<file path="config.mk">
export PLATFORM = sky130hd
export DESIGN_NAME = ifu
export DESIGN_NICKNAME = d
export VERILOG_FILES = /design/src/rtl/ifu.sv
export SDC_FILE = /design/constraint.sdc
export NUM_CORES = 1
export LEC_CHECK = 0
export ABC_AREA = 1
export CAP_MARGIN = 20
export CORE_ASPECT_RATIO = 0.6
export CORE_MARGIN = 8
export CORE_UTILIZATION = 45
export CTS_BUF_LIST = sky130_fd_sc_hd__clkbuf_16
export CTS_CLUSTER_SIZE = 24
export DETAILED_ROUTE_END_ITERATION = 16
export PLACE_DENSITY = 0.74
export SLEW_MARGIN = 15
export SYNTH_ARGS = -nofsm -noshare
export SYNTH_HDL_FRONTEND = slang
export SYNTH_SLANG_ARGS = --single-unit
</file>
<file path="constraint.sdc">
create_clock -name clk -period 8.39 [get_ports clk]
set_input_delay 1.678 -clock clk [delete_from_list [all_inputs] [get_ports clk]]
set_output_delay 1.678 -clock clk [all_outputs]
set_load 0.01 [all_outputs]
</file>
<file path="src/rtl/ifu.sv">
// rtl/ifu.sv - MIPS-lite instruction fetch unit: PC, fetch handshake, next-PC select, fault, retire count
module ifu #(
    parameter logic [31:0] RESET_PC = 32'h0000_3000
) (
    input  logic        clk,
    input  logic        rst,
    output logic        im_req,
    output logic [31:0] im_addr,
    input  logic        im_ready,
    input  logic        im_rvalid,
    input  logic [31:0] im_rdata,
    output logic [31:0] instruction,
    output logic        inst_valid,
    input  logic        inst_ready,
    input  logic        npc_jmp,
    input  logic        alu_zero,
    input  logic        jump,
    output logic [31:0] pc,
    output logic [31:0] pc_plus4,
    output logic        fault,
    output logic [31:0] retired_cnt
);

    typedef enum logic [2:0] {
        S_IDLE, S_FETCH, S_WAIT, S_VALID, S_FAULT
    } state_t;

    state_t      state_q, state_d;
    logic [31:0] pc_q, pc_d;
    logic [31:0] instr_q, instr_d;
    logic [31:0] cnt_q, cnt_d;
    logic [31:0] npc, br_tgt, jmp_tgt;

    assign pc_plus4 = pc_q + 32'd4;
    assign br_tgt   = pc_plus4 + {{14{instr_q[15]}}, instr_q[15:0], 2'b00};
    assign jmp_tgt  = {pc_plus4[31:28], instr_q[25:0], 2'b00};

    // A taken branch outranks a jump; a non-taken branch lets the jump through.
    always_comb begin
        npc = pc_plus4;
        if (npc_jmp && alu_zero) begin
            npc = br_tgt;
        end else if (jump) begin
            npc = jmp_tgt;
        end
    end

    always_comb begin
        state_d = state_q;
        pc_d    = pc_q;
        instr_d = instr_q;
        cnt_d   = cnt_q;
        case (state_q)
            S_IDLE:  state_d = S_FETCH;
            S_FETCH: if (im_ready) state_d = S_WAIT;
            S_WAIT: begin
                if (im_rvalid) begin
                    instr_d = im_rdata;
                    state_d = S_VALID;
                end
            end
            S_VALID: begin
                if (inst_ready) begin
                    cnt_d   = cnt_q + 32'd1;
                    pc_d    = npc;
                    state_d = (npc[1:0] != 2'b00) ? S_FAULT : S_FETCH;
                end
            end
            S_FAULT: state_d = S_FAULT;
            default: state_d = S_IDLE;
        endcase
    end

    always_ff @(posedge clk or posedge rst) begin
        if (rst) begin
            state_q <= S_IDLE;
            pc_q    <= RESET_PC;
            instr_q <= 32'd0;
            cnt_q   <= 32'd0;
        end else begin
            state_q <= state_d;
            pc_q    <= pc_d;
            instr_q <= instr_d;
            cnt_q   <= cnt_d;
        end
    end

    // Handshake outputs decode straight from the state register so they cannot glitch.
    assign im_req      = (state_q == S_FETCH);
    assign inst_valid  = (state_q == S_VALID);
    assign fault       = (state_q == S_FAULT);
    assign im_addr     = pc_q;
    assign pc          = pc_q;
    assign instruction = instr_q;
    assign retired_cnt = cnt_q;

endmodule

</file>
# After elaboration in Yosys (flattened, before gate mapping)
# Cells that the tools add are included.
[op_classes]
mux = 7
n_reduce_logical = 6
n_addsub = 3
n_eq_ne = 7
[op_table]
columns = ["operator", "n"]
rows = [
  ["adder 32 x 1 -> 32 bit (second input constant)", 1],
  ["adder 32 x 3 -> 32 bit (second input constant)", 1],
  ["adder 32 bit", 1],
  ["two-way mux 32 bit", 1],
  ["two-way mux 28 bit", 1],
  ["one-hot mux 3 bit (5 select lines)", 1],
  ["two-way mux 3 bit", 4],
  ["equality test 3 x 2 -> 1 bit (second input constant)", 2],
  ["inequality test 2 x 1 -> 1 bit (second input constant)", 2],
  ["AND reduction 2 bit", 2],
  ["equality test 3 x 1 -> 1 bit (second input constant)", 1],
  ["equality test 3 bit (second input constant)", 1],
  ["logical NOT 3 bit", 1],
  ["AND reduction 3 bit", 1],
  ["inequality test 2 bit (second input constant)", 1],
  ["nonzero test 2 bit", 1],
  ["logical AND 1 bit", 1],
]
[totals]
output_inout_bits = 163
input_bits = 40
ff_bits = 99
word_cells = 27

# Depth between registers and ports, before layout
[depth]
word_depth = 7
depth_mapped = 25
depth_no_buf = 25

# Worst setup path after synthesis
# OpenSTA, ideal clock, no wires.
[synth_timing]
kind = "reg-to-output"
start = "register pc_q[13] (netlist: im_addr[13])"
end = "output port pc_plus4[23]"
arrival_time_ns = 1.534
slack_ns = 5.178
required_time_ns = 6.712
n_path_buf = 0
path_stages_with_launch = 7
path_cell_list = "dfstp_2 nand2_1 nor2_1 nand2_1 nor2_1 nand3_1 xor2_1"
[synth_via]
elab_chain_cells = 1
[synth_lines]
columns = ["item", "line_no", "rtl"]
rows = [
  ["from (decl)", "29", "logic [31:0] pc_q, pc_d;"],
  ["from (signal assigned)", "82", "pc_q <= pc_d;"],
  ["adder 32 x 3 -> 32 bit", "34", "assign pc_plus4 = pc_q + 32'd4;"],
  ["to (decl)", "19", "output logic [31:0] pc_plus4,"],
]
# Every way passes these cells.

# Worst setup path after layout
[layout_timing]
start = "register pc_q[3] (netlist: im_addr[3])"
end = "output port pc_plus4[30]"
# The elaborated chain is that of the path after synthesis.

==> summary.txt <==
Placed design
  • GPL Wtd Cong: 0.992
  • DP Worst Slack: between 4 and 5 ns
  • Post-DP HPWL: 23100 um
  • Placement Cell Area: around 0.010 sq mm
  • Port Buffers: between 200 and 250
  • Placed cells: 1552

Run
  • Max_cap viols: 0

Detailed routing
  • Drt first pass iters: 5
  • ANT nets after route: 0
  • DRT iter0 DRCs: ~890
  • Via density per instance: roughly 5.2
  • DRC viols: 0
  • Drt total wl: about 29000 um
  • Vias: roughly 8200
  • Routed length per placed instance: roughly 18 um

Critical path
  • CP max FO: 6
  • Critical path data arrival time: around 2.9 ns
  • CP endpoint: pc_plus4[30]
  • FF-to-FF End: im_addr[30]$_DFFE_PP0P_
  • WP data required: between 6 and 7 ns
  • Reg-to-Reg Start: im_addr[3]$_DFFE_PP0P_
  • R2r setup slk: around 4.6 ns
  • Worst Setup SP: im_addr[3]$_DFFE_PP0P_
  • Critical path class: register to output port
  • Worst Setup Start Kind: register
  • Worst setup EP type: output port
  • R2R depth: 20

STA
  • Count of pins over their slew limit: 0
  • Final Hold Viols: 0
  • Clock skew: around 0.014 ns
  • Finish-stage setup viols: 0
  • Final worst slack: about 3.8 ns
  • Min cycle time layout: about 4.6 ns
  • RSZ-0062 raised after global routing: no
  • Setup TNS: 0 ns
  • Hold Slack: 0.486 ns
  • Least-Margin Pin Slew: between 0.6 and 0.7 ns
  • Crit share post-route: about 54%
  • Slew headroom: a little over half
  • Highest clock rate: about 220 MHz

Power and ir drop
  • PwrDens: ~420 mW/mm^2
  • Max IR drop VDD: between 0.2 and 0.25 mV
  • Total power: between 4 and 5 mW
  • Leakage: ~5.4 nW

Hold path
  • Hold/Removal Path Class: register to register

Clock tree
  • CTS clock-pin slew for the worst setup and hold paths: about 0.080 ns
  • CTS Buf Count: 9
  • Clk root buf: clkbuf_16
  • H-tree Lvls: 3
  • Clock buffer depth: 2
  • Clk sinks: 99
  • CTS resizes: 0
  • Clk Latency, worst-skew pair: roughly 0.35 ns
  • TritonCTS clock tree: built
  • # Post-CTS Setup Buffers: 0
  • Hold buffer count at cts: 0

Floorplan
  • Die X: 188 um
  • Starting Density: 46.3%
  • Die Ht: about 120 um
  • I/O pin count: roughly 200
  • Die area: 0.0224 sq mm
  • Core Area: 0.0173 sq mm
  • FP Rows: 37

Final layout
  • Post-route cell area: about 0.010 sq mm
  • Layout cell share with drive strength beyond 1: between 5 and 6%
  • Most frequent cells in the layout: nand2_1 (335), clkdlybuf4s50_1 (202), inv_1 (186)
  • Final core occ: between 60% and 70%
  • Nets@finish: between 1000 and 1500
  • Area Growth Syn to Fin: 29.5%
  • Commonest non-fill, non-tap cell in the layout: nand2_1
  • Finished Layout Cells: 1569
  • N_diodes: 0

Yosys
  • Synth Instances: 1161
  • Synth Area per Inst: 6.89 sq um
  • Sequential fraction of the synthesis area: a little under a third
  • Netlist cell types: 47
  • FF+latch count, synth: 99
  • Syn_nets: 1239
  • Post-synthesis cell area: ~0.008 sq mm
  • Yosys warning count: 0

Global routing
  • GRT Overall Usage: 25.0%
  • Initial antenna violation count: 0
  • Grt ovf: 0
  • First-pass GRT wire length: ~44000 um
  • Global-route met3 utilization: a little over 9%
  • Vias in the first global route: 7557
  • GR met1 Demand/Resource: 36.9%
  • GR Util met2: about a third
  • Busiest layer in global routing: met1
  • Largest net degree at the start of global routing: 57

Outcome
  • Status: completed
worst min path at each step:
stage	to	startpoint	slack, ns	cells past startpoint
floorplan	retired_cnt[31]$_DFFE_PP0P_	retired_cnt[31]$_DFFE_PP0P_	0.51	1
global placement	retired_cnt[31]$_DFFE_PP0P_	retired_cnt[31]$_DFFE_PP0P_	0.46	1
detailed placement	retired_cnt[31]$_DFFE_PP0P_	retired_cnt[31]$_DFFE_PP0P_	0.47	1
CTS	retired_cnt[31]$_DFFE_PP0P_	retired_cnt[31]$_DFFE_PP0P_	0.49	1
global route	retired_cnt[10]$_DFFE_PP0P_	retired_cnt[10]$_DFFE_PP0P_	0.52	1
finish	retired_cnt[31]$_DFFE_PP0P_	retired_cnt[31]$_DFFE_PP0P_	0.49	1
worst max-delay path: stages, from the launching register on:
cell	delay (ns)
dfrtp_1	0.47
ha_1	0.26
nand2_1	0.09
nor2_1	0.42
inv_1	0.09
nor2_1	0.25
nand2_1	0.12
xor2_1	0.17
inv_1	0.11
clkdlybuf4s50_1	0.55
state kept, by name (all words and copies together) (netlist names):
signal       count
im_addr         32
state_q          3
instruction     32
retired_cnt     32
cell usage after synthesis (all sizes together):
master | number | area (sq um)
fa | 1 | 20.0
nand2 | 344 | 1340
nor2 | 113 | 514
a21boi | 14 | 105
or2 | 2 | 12.5
nand3b | 4 | 30.0
a22oi | 2 | 15.0
ha | 37 | 463
a21o | 1 | 7.51
and2 | 6 | 37.5
nor4 | 2 | 12.5
o211ai | 1 | 7.51
nand3 | 76 | 398
o22ai | 1 | 6.26
a21oi | 62 | 310
a32oi | 4 | 35.0
nor3 | 22 | 115
nor3b | 2 | 15.0
dfrtp | 97 | 2430
a31oi | 2 | 12.5
buf | 41 | 289
nand4 | 13 | 87.6
o221ai | 1 | 8.76
and3 | 2 | 12.5
inv | 188 | 706
o21ai | 27 | 135
clkinv | 1 | 3.75
dfstp | 2 | 52.6
xor2 | 41 | 359
clkbuf | 10 | 37.5
mux2 | 25 | 282
xnor2 | 12 | 105
o21a | 1 | 7.51
o21bai | 4 | 30.0
layer usage:
metal / part of all wire [%] / wire [um] / vias up
li1: - / - / 3961
met1: 47 / 13600 / 3761
met2: 39 / 11000 / 446
met3: 13 / 3630 / 24
met4: 1.3 / 363 / 0
met5: 0 / 0 / -
power by group:
part,total [mW],internal (mW),switching (mW)
clock,0.424,0.210,0.214
sequential,0.893,0.649,0.244
combinational,3.04,1.27,1.77
total,4.36,2.13,2.23
layout make-up:
cell class / count / area (sq um)
clock buffer: 9 / 225
clock inverter: 7 / 70.1
fill: 1593 / 6910
inverter: 189 / 712
multi-input combinational: 822 / 4490
sequential: 99 / 2480
tap: 234 / 293
timing repair buffer: 209 / 2090
cell families after synthesis:
kind of cell	after synthesis	synth area share, %
flops	99	31.0
simple gates	586	32.2
mux	25	3.52
fa+ha+maj	38	6.04
compound gates	120	8.51
buf+inv	240	13.0
xor+xnor	53	5.80
Power figures use the tool's default switching activity.
